[src/rtl/rx_frame_loader.sv]
// rx_frame_loader
// Front end of the Viterbi decoder. Received symbols arrive one per beat on a
// valid/ready stream. They are packed MSB-first into traceback-depth words in
// one of two ping-pong banks. Each completed word is handed to the decoder on
// dec_data/dec_en and held there until the decoder pulses dec_done. While one
// bank is being decoded, the other bank fills.
module rx_frame_loader #(
   parameter int WORD_W = 32,  // decoder word width (traceback depth)
   parameter int SYM_W  = 2    // bits per received symbol (radix)
) (
   input  logic              clk,
   input  logic              rst,
   input  logic              s_valid,
   input  logic [SYM_W-1:0]  s_data,
   input  logic              s_last,
   output logic              s_ready,
   output logic [WORD_W-1:0] dec_data,
   output logic              dec_en,
   input  logic              dec_done,
   output logic [15:0]       frm_cnt,
   output logic              err
);

   // WORD_W is expected to be an exact multiple of SYM_W.
   localparam int NSYM  = WORD_W / SYM_W;
   localparam int CNT_W = (NSYM > 1) ? $clog2(NSYM) : 1;
   localparam logic [CNT_W-1:0] LAST_SYM = CNT_W'(NSYM - 1);

   typedef enum logic [1:0] {
      IDLE = 2'd0,
      LOAD = 2'd1,
      RUN  = 2'd2,
      GAP  = 2'd3
   } state_t;

   // Ping-pong storage and fill-side bookkeeping.
   logic [WORD_W-1:0] bank [2];
   logic [1:0]        full;
   logic [1:0]        full_nxt;
   logic              fill_ptr;
   logic [CNT_W-1:0]  sym_cnt;

   // Launch side.
   state_t            state;
   logic              rd_ptr;

   // Handshake and event strobes.
   logic              accept;
   logic              close;
   logic              release_bank;
   logic [WORD_W-1:0] wr_word;

   // s_ready depends only on registered state and rst, never on s_valid.
   // It is held low while rst is asserted.
   assign s_ready      = !rst && !full[fill_ptr];
   assign accept       = s_valid && s_ready;
   assign close        = accept && (s_last || (sym_cnt == LAST_SYM));
   assign release_bank = (state == RUN) && dec_done;

   // Build the updated fill-bank word: insert the new symbol at its slot.
   // The word starts from zero on symbol 0 and symbols land in order.
   // Therefore every bit below the newest symbol is still zero.
   // This gives the zero padding of an early s_last close without an
   // explicit mask.
   always_comb begin
      wr_word = (sym_cnt == '0) ? '0 : bank[fill_ptr];
      for (int i = 0; i < NSYM; i++) begin
         if (sym_cnt == CNT_W'(i)) begin
            wr_word[WORD_W-1-i*SYM_W -: SYM_W] = s_data;
         end
      end
   end

   // Next full flags.
   // A release always targets rd_ptr's bank.
   // A close always targets fill_ptr's bank, which cannot be full when
   // accepting.
   // Both events can be honoured in the same cycle.
   always_comb begin
      full_nxt = full;
      if (release_bank) begin
         full_nxt[rd_ptr] = 1'b0;
      end
      if (close) begin
         full_nxt[fill_ptr] = 1'b1;
      end
   end

   // Bank contents: pure data, written on every accepted beat; no reset needed.
   always_ff @(posedge clk) begin
      if (accept) begin
         bank[fill_ptr] <= wr_word;
      end
   end

   // Fill-side control: full flags, fill pointer and symbol position.
   always_ff @(posedge clk) begin
      if (rst) begin
         full     <= 2'b00;
         fill_ptr <= 1'b0;
         sym_cnt  <= '0;
      end else begin
         full <= full_nxt;
         if (accept) begin
            if (close) begin
               fill_ptr <= !fill_ptr;
               sym_cnt  <= '0;
            end else begin
               sym_cnt  <= sym_cnt + CNT_W'(1);
            end
         end
      end
   end

   // Launch FSM with registered decoder-side outputs, frame count and error flag.
   always_ff @(posedge clk) begin
      if (rst) begin
         state    <= IDLE;
         rd_ptr   <= 1'b0;
         dec_data <= '0;
         dec_en   <= 1'b0;
         frm_cnt  <= 16'd0;
         err      <= 1'b0;
      end else begin
         // A done pulse outside RUN has no frame to finish; flag it and
         // keep the flag.
         if (dec_done && (state != RUN)) begin
            err <= 1'b1;
         end
         case (state)
            IDLE: begin
               // rd_ptr normally already points at the next bank to decode.
               // From reset it is 0, so bank 0 wins a startup tie.
               if (full[rd_ptr]) begin
                  state <= LOAD;
               end else if (full[!rd_ptr]) begin
                  rd_ptr <= !rd_ptr;
                  state  <= LOAD;
               end
            end
            LOAD: begin
               dec_data <= bank[rd_ptr];
               dec_en   <= 1'b1;
               state    <= RUN;
            end
            RUN: begin
               if (dec_done) begin
                  dec_en  <= 1'b0;
                  rd_ptr  <= !rd_ptr;
                  frm_cnt <= frm_cnt + 16'd1;
                  state   <= GAP;
               end
            end
            GAP: begin
               // Guaranteed low cycle on dec_en so the decoder restarts cleanly.
               state <= IDLE;
            end
            default: begin
               state <= IDLE;
            end
         endcase
      end
   end

endmodule

[config.mk]
export PLATFORM = sky130hd
export DESIGN_NAME = rx_frame_loader
export DESIGN_NICKNAME = d
export VERILOG_FILES = /design/src/rtl/rx_frame_loader.sv
export SDC_FILE = /design/constraint.sdc
export NUM_CORES = 1
export LEC_CHECK = 0
export CAP_MARGIN = 20
export CORE_ASPECT_RATIO = 1.2
export CORE_MARGIN = 5
export CORE_UTILIZATION = 56
export DETAILED_ROUTE_END_ITERATION = 12
export PLACE_DENSITY = 0.79
export SLEW_MARGIN = 20
export SYNTH_ARGS = -nofsm -noshare
export SYNTH_HDL_FRONTEND = slang
export SYNTH_SLANG_ARGS = --single-unit
[constraint.sdc]
create_clock -name clk -period 2.19 [get_ports clk]
set_clock_uncertainty 0.05 [all_clocks]
set_input_delay 0.5475 -clock clk [delete_from_list [all_inputs] [get_ports clk]]
set_output_delay 0.5475 -clock clk [all_outputs]
set_load 0.03 [all_outputs]
==> flow_results.xml <==
<?xml version="1.0" encoding="UTF-8"?>
<metrics>
  <group name="worst_setup_path">
    <metric name="critical_path_data_required_time" unit="ns">1.59</metric>
    <metric name="arrival" unit="ns">1.53</metric>
    <metric name="r2r.worst_path.cells" unit="">5</metric>
    <metric name="critPathSlowestCell" unit="">clkdlybuf4s50_1</metric>
    <metric name="critical-path-max-stage-delay" unit="ns">0.69</metric>
    <metric name="cp_bufs_invs" unit="">1</metric>
    <metric name="worst_path_dominant_cell_family" unit="">buffers and inverters</metric>
    <metric name="worstSetupEndpointType" unit="">output pin</metric>
    <metric name="worst-setup-path-type" unit="">reg2out</metric>
    <metric name="worstPathCellList" unit="">clkdlybuf4s50_1</metric>
    <metric name="worstSetupPathDepth" unit="">1</metric>
    <metric name="regToRegSetupSlack" unit="ns">0.20</metric>
    <metric name="worst-path-max-fanout" unit="">2</metric>
    <metric name="timing.critical_path.from_type" unit="">flip-flop</metric>
  </group>
  <group name="route">
    <metric name="highest_layer" unit="">met4</metric>
    <metric name="vias" unit="">3701</metric>
    <metric name="drt_iter0_drc" unit="">376</metric>
    <metric name="detailedRoute.firstPassIterationCount" unit="">5</metric>
    <metric name="post-route-drc-count" unit="">0</metric>
    <metric name="ant_nets" unit="">0</metric>
    <metric name="route.detailed.wl_per_inst" unit="um">15.7</metric>
    <metric name="finalWirelength" unit="um">10600</metric>
    <metric name="wl_met2" unit="um">5520</metric>
    <metric name="wirelength_met1" unit="um">4140</metric>
    <metric name="route.detailed.vias_per_inst" unit="">5.50</metric>
    <metric name="met3WireLength" unit="um">619</metric>
  </group>
  <group name="sta">
    <metric name="slew_headroom" unit="%">48.4</metric>
    <metric name="achievable-frequency" unit="MHz">469</metric>
    <metric name="timing_max_transition_violations_final" unit="">0</metric>
    <metric name="unrepaired_setup_endpoints_after_global_routing" unit="">no</metric>
    <metric name="min_period" unit="ns">2.13</metric>
    <metric name="actual_slew_at_the_worst_max_slew_pin" unit="ns">0.773</metric>
    <metric name="setup_slack" unit="ns">0.0591</metric>
    <metric name="final.setup.tns" unit="ns">0</metric>
    <metric name="setup_violations" unit="">0</metric>
    <metric name="report.final.hold_viol_count" unit="">0</metric>
    <metric name="final.period_utilization" unit="%">97.3</metric>
  </group>
  <group name="job">
    <metric name="maxCapViolCount" unit="">0</metric>
  </group>
  <group name="finish">
    <metric name="diodes" unit="">0</metric>
    <metric name="finish.utilization" unit="%">71.4</metric>
    <metric name="area_growth_syn_to_layout" unit="%">24.3</metric>
    <metric name="design.final.nets" unit="">556</metric>
    <metric name="ratio_of_cells_with_drive_above_1_in_the_final_layout" unit="%">10.1</metric>
  </group>
  <group name="placed_design">
    <metric name="buffer_ports.inserted" unit="">57</metric>
    <metric name="worst_slack_placed" unit="ns">-0.0816</metric>
    <metric name="hpwl_dp" unit="um">7140</metric>
    <metric name="gp_routability_congestion" unit="">0.834</metric>
  </group>
  <group name="floorplanning">
    <metric name="die_height" unit="um">115</metric>
    <metric name="rows" unit="">38</metric>
    <metric name="design.portCount" unit="">58</metric>
    <metric name="die-area" unit="sq um">11300</metric>
    <metric name="die_extent_in_x" unit="um">97.9</metric>
    <metric name="initial_core_utilization" unit="%">57.4</metric>
    <metric name="fp.coreArea" unit="sq um">9030</metric>
  </group>
  <group name="synthesis">
    <metric name="number_of_flops_mapped_to_enable_cells_by_yosys" unit="">64</metric>
    <metric name="synthTopCellsByArea" unit="">edfxtp_1 37%, dfxtp_1 23%, nor2_1 8.3%</metric>
    <metric name="synth_top_area_share" unit="%">37.0</metric>
    <metric name="syn_nets" unit="">492</metric>
    <metric name="synthesis.yosys.warnings" unit="">0</metric>
    <metric name="ys_seq_area_share" unit="%">60.2</metric>
    <metric name="mappedNetlistArea" unit="sq um">5190</metric>
    <metric name="post_synth_top_area_cell" unit="">edfxtp_1</metric>
    <metric name="syn-mean-instance-area" unit="sq um">10.9</metric>
    <metric name="most_used_standard_cell_by_instance_count_after_synthesis" unit="">nor2_1</metric>
    <metric name="synth_flop_cell" unit="">edfxtp_1</metric>
    <metric name="post_synth_inst_count" unit="">477</metric>
    <metric name="postSynth.asyncResetShare" unit="%">0</metric>
    <metric name="ys_seq_elements" unit="">124</metric>
    <metric name="synth_cell_type_count" unit="">39</metric>
    <metric name="yosys-top-cells-count" unit="">115 x nor2_1, 64 x edfxtp_1, 60 x dfxtp_1</metric>
  </group>
  <group name="min_path">
    <metric name="hold-path-cell-count" unit="">2</metric>
    <metric name="holdCritPathClass" unit="">reg2reg</metric>
  </group>
  <group name="global_route">
    <metric name="grt_pass1_vias" unit="">3616</metric>
    <metric name="grt-ovfl-total" unit="">0</metric>
    <metric name="grt_pass1_wl" unit="um">17100</metric>
    <metric name="grt_antenna_before_repair" unit="">0</metric>
    <metric name="grt_usage" unit="%">19.4</metric>
    <metric name="grt_max_degree" unit="">63</metric>
  </group>
  <group name="status">
    <metric name="outcome" unit="">completed</metric>
  </group>
  <group name="power_and_ir_drop">
    <metric name="seq_power_share" unit="%">38.9</metric>
    <metric name="cellInternalPower" unit="mW">5.22</metric>
    <metric name="power.density" unit="nW/um^2">1180</metric>
    <metric name="net-switching-power" unit="mW">2.37</metric>
    <metric name="pwr-share-clk" unit="%">31.2</metric>
    <metric name="irDropWorstVdd" unit="V">0.000597</metric>
    <metric name="p_sw_share" unit="%">31.2</metric>
    <metric name="leakage_power_figure" unit="nW">2.38</metric>
    <metric name="combinationalPowerShare" unit="%">29.9</metric>
  </group>
  <group name="clock_tree">
    <metric name="clkSlewWorstSetupHoldPaths" unit="ns">0.05</metric>
    <metric name="tritoncts_clock_tree" unit="">done</metric>
    <metric name="worstSkewPairLatency" unit="ns">0.51</metric>
    <metric name="clk_root_buffer_cell" unit="">clkbuf_8</metric>
    <metric name="clk_path_buf_depth" unit="">2</metric>
    <metric name="cts-htree-levels" unit="">4</metric>
    <metric name="numCtsBuffers" unit="">17</metric>
    <metric name="cts.sink_count" unit="">124</metric>
  </group>
</metrics>
[sequential cells by signal, summed over array words and instances, names as in the netlist]
register  flops
fill_ptr      1
err           1
bank         64
dec_en        1
full          2
frm_cnt      16
dec_data     32
state         2
rd_ptr        1
sym_cnt       4
[power by group through the flow]
| stage | logic [mW] | clock network (mW) | registers [mW] |
|---|---|---|---|
| floorplan | 0.983 | 0 | 3.49 |
| global placement | 2.26 | 0 | 2.98 |
| detailed placement | 2.29 | 0 | 2.99 |
| CTS | 2.30 | 2.40 | 2.95 |
| global route | 2.43 | 2.52 | 2.99 |
| finish | 2.27 | 2.37 | 2.95 |
[cell usage in the layout, fill, tap and decap left out, types with 5 or more instances in the layout]
| cell | netlist | routed |
|---|---|---|
| a211oi_1 | 45 | 45 |
| a21oi_1 | 9 | 9 |
| a31oi_1 | 5 | 5 |
| buf_4 | 1 | 18 |
| clkbuf_1 | 22 | 11 |
| clkbuf_16 | 0 | 16 |
| clkdlybuf4s50_1 | 0 | 37 |
| dfxtp_1 | 60 | 59 |
| dlygate4sd2_1 | 0 | 11 |
| dlymetal6s2s_1 | 0 | 7 |
| edfxtp_1 | 64 | 64 |
| ha_1 | 8 | 7 |
| inv_1 | 11 | 11 |
| mux2i_1 | 34 | 34 |
| nand2_1 | 24 | 24 |
| nand2b_1 | 7 | 7 |
| nand3_1 | 8 | 8 |
| nor2_1 | 115 | 114 |
| nor3_1 | 10 | 10 |
| o21ai_0 | 7 | 7 |
| xnor2_1 | 10 | 10 |
[area by class of cell]
class,count,area [sq um]
sequential,124,3120
fill,651,2580
multi-input combinational,311,1900
timing repair buffer,76,734
clock buffer,28,455
tap,120,150
inverter,11,41.3
clock inverter,3,40.0
[repair_timing]
| action | CTS | global route |
|---|---|---|
| gates resized for setup | 16 | 10 |
| hold buffers | 0 | 0 |
| setup endpoints to repair | 12 | 8 |
| setup buffers | 0 | 0 |
[final timing paths]
path / from / to
max: dec_data[0] / dec_data[0]
min reg2reg: dec_data[24] / dec_data[24]
min: dec_data[24] / dec_data[24]
max reg2reg: sym_cnt[0] / bank[0][18]
[per-stage QoR]
step / instances / hold WS, ns / area (sq um) / total power, mW
2_1_floorplan: 477 / 0.435 / 5190 / 4.48
3_3_place_gp: 642 / 0.417 / 5950 / 5.24
3_5_place_dp: 642 / 0.416 / 5950 / 5.28
4_1_cts: 673 / 0.435 / 6430 / 7.66
5_1_grt: 673 / 0.451 / 6450 / 7.94
6_report: 673 / 0.431 / 6450 / 7.59
[routing by layer]
| metal | up-vias | global-route usage [%] |
|---|---|---|
| met5 | - | 0 |
| met4 | 0 | 8.86 |
| met3 | 21 | 6.14 |
| met1 | 1727 | 21.4 |
| li1 | 1816 | - |
| met2 | 137 | 34.4 |
[cell families after synthesis]
kind of cell,share of synthesized area [%]
xor gates and xnor gates,1.86
adders and majority gates,1.93
and+or+nand+nor,15.5
muxes,7.50
DFF,60.2
buffers and inverters,3.21
AOI/OAI and AO/OA,9.79
Note: power is estimated with default switching activity, not from simulation.
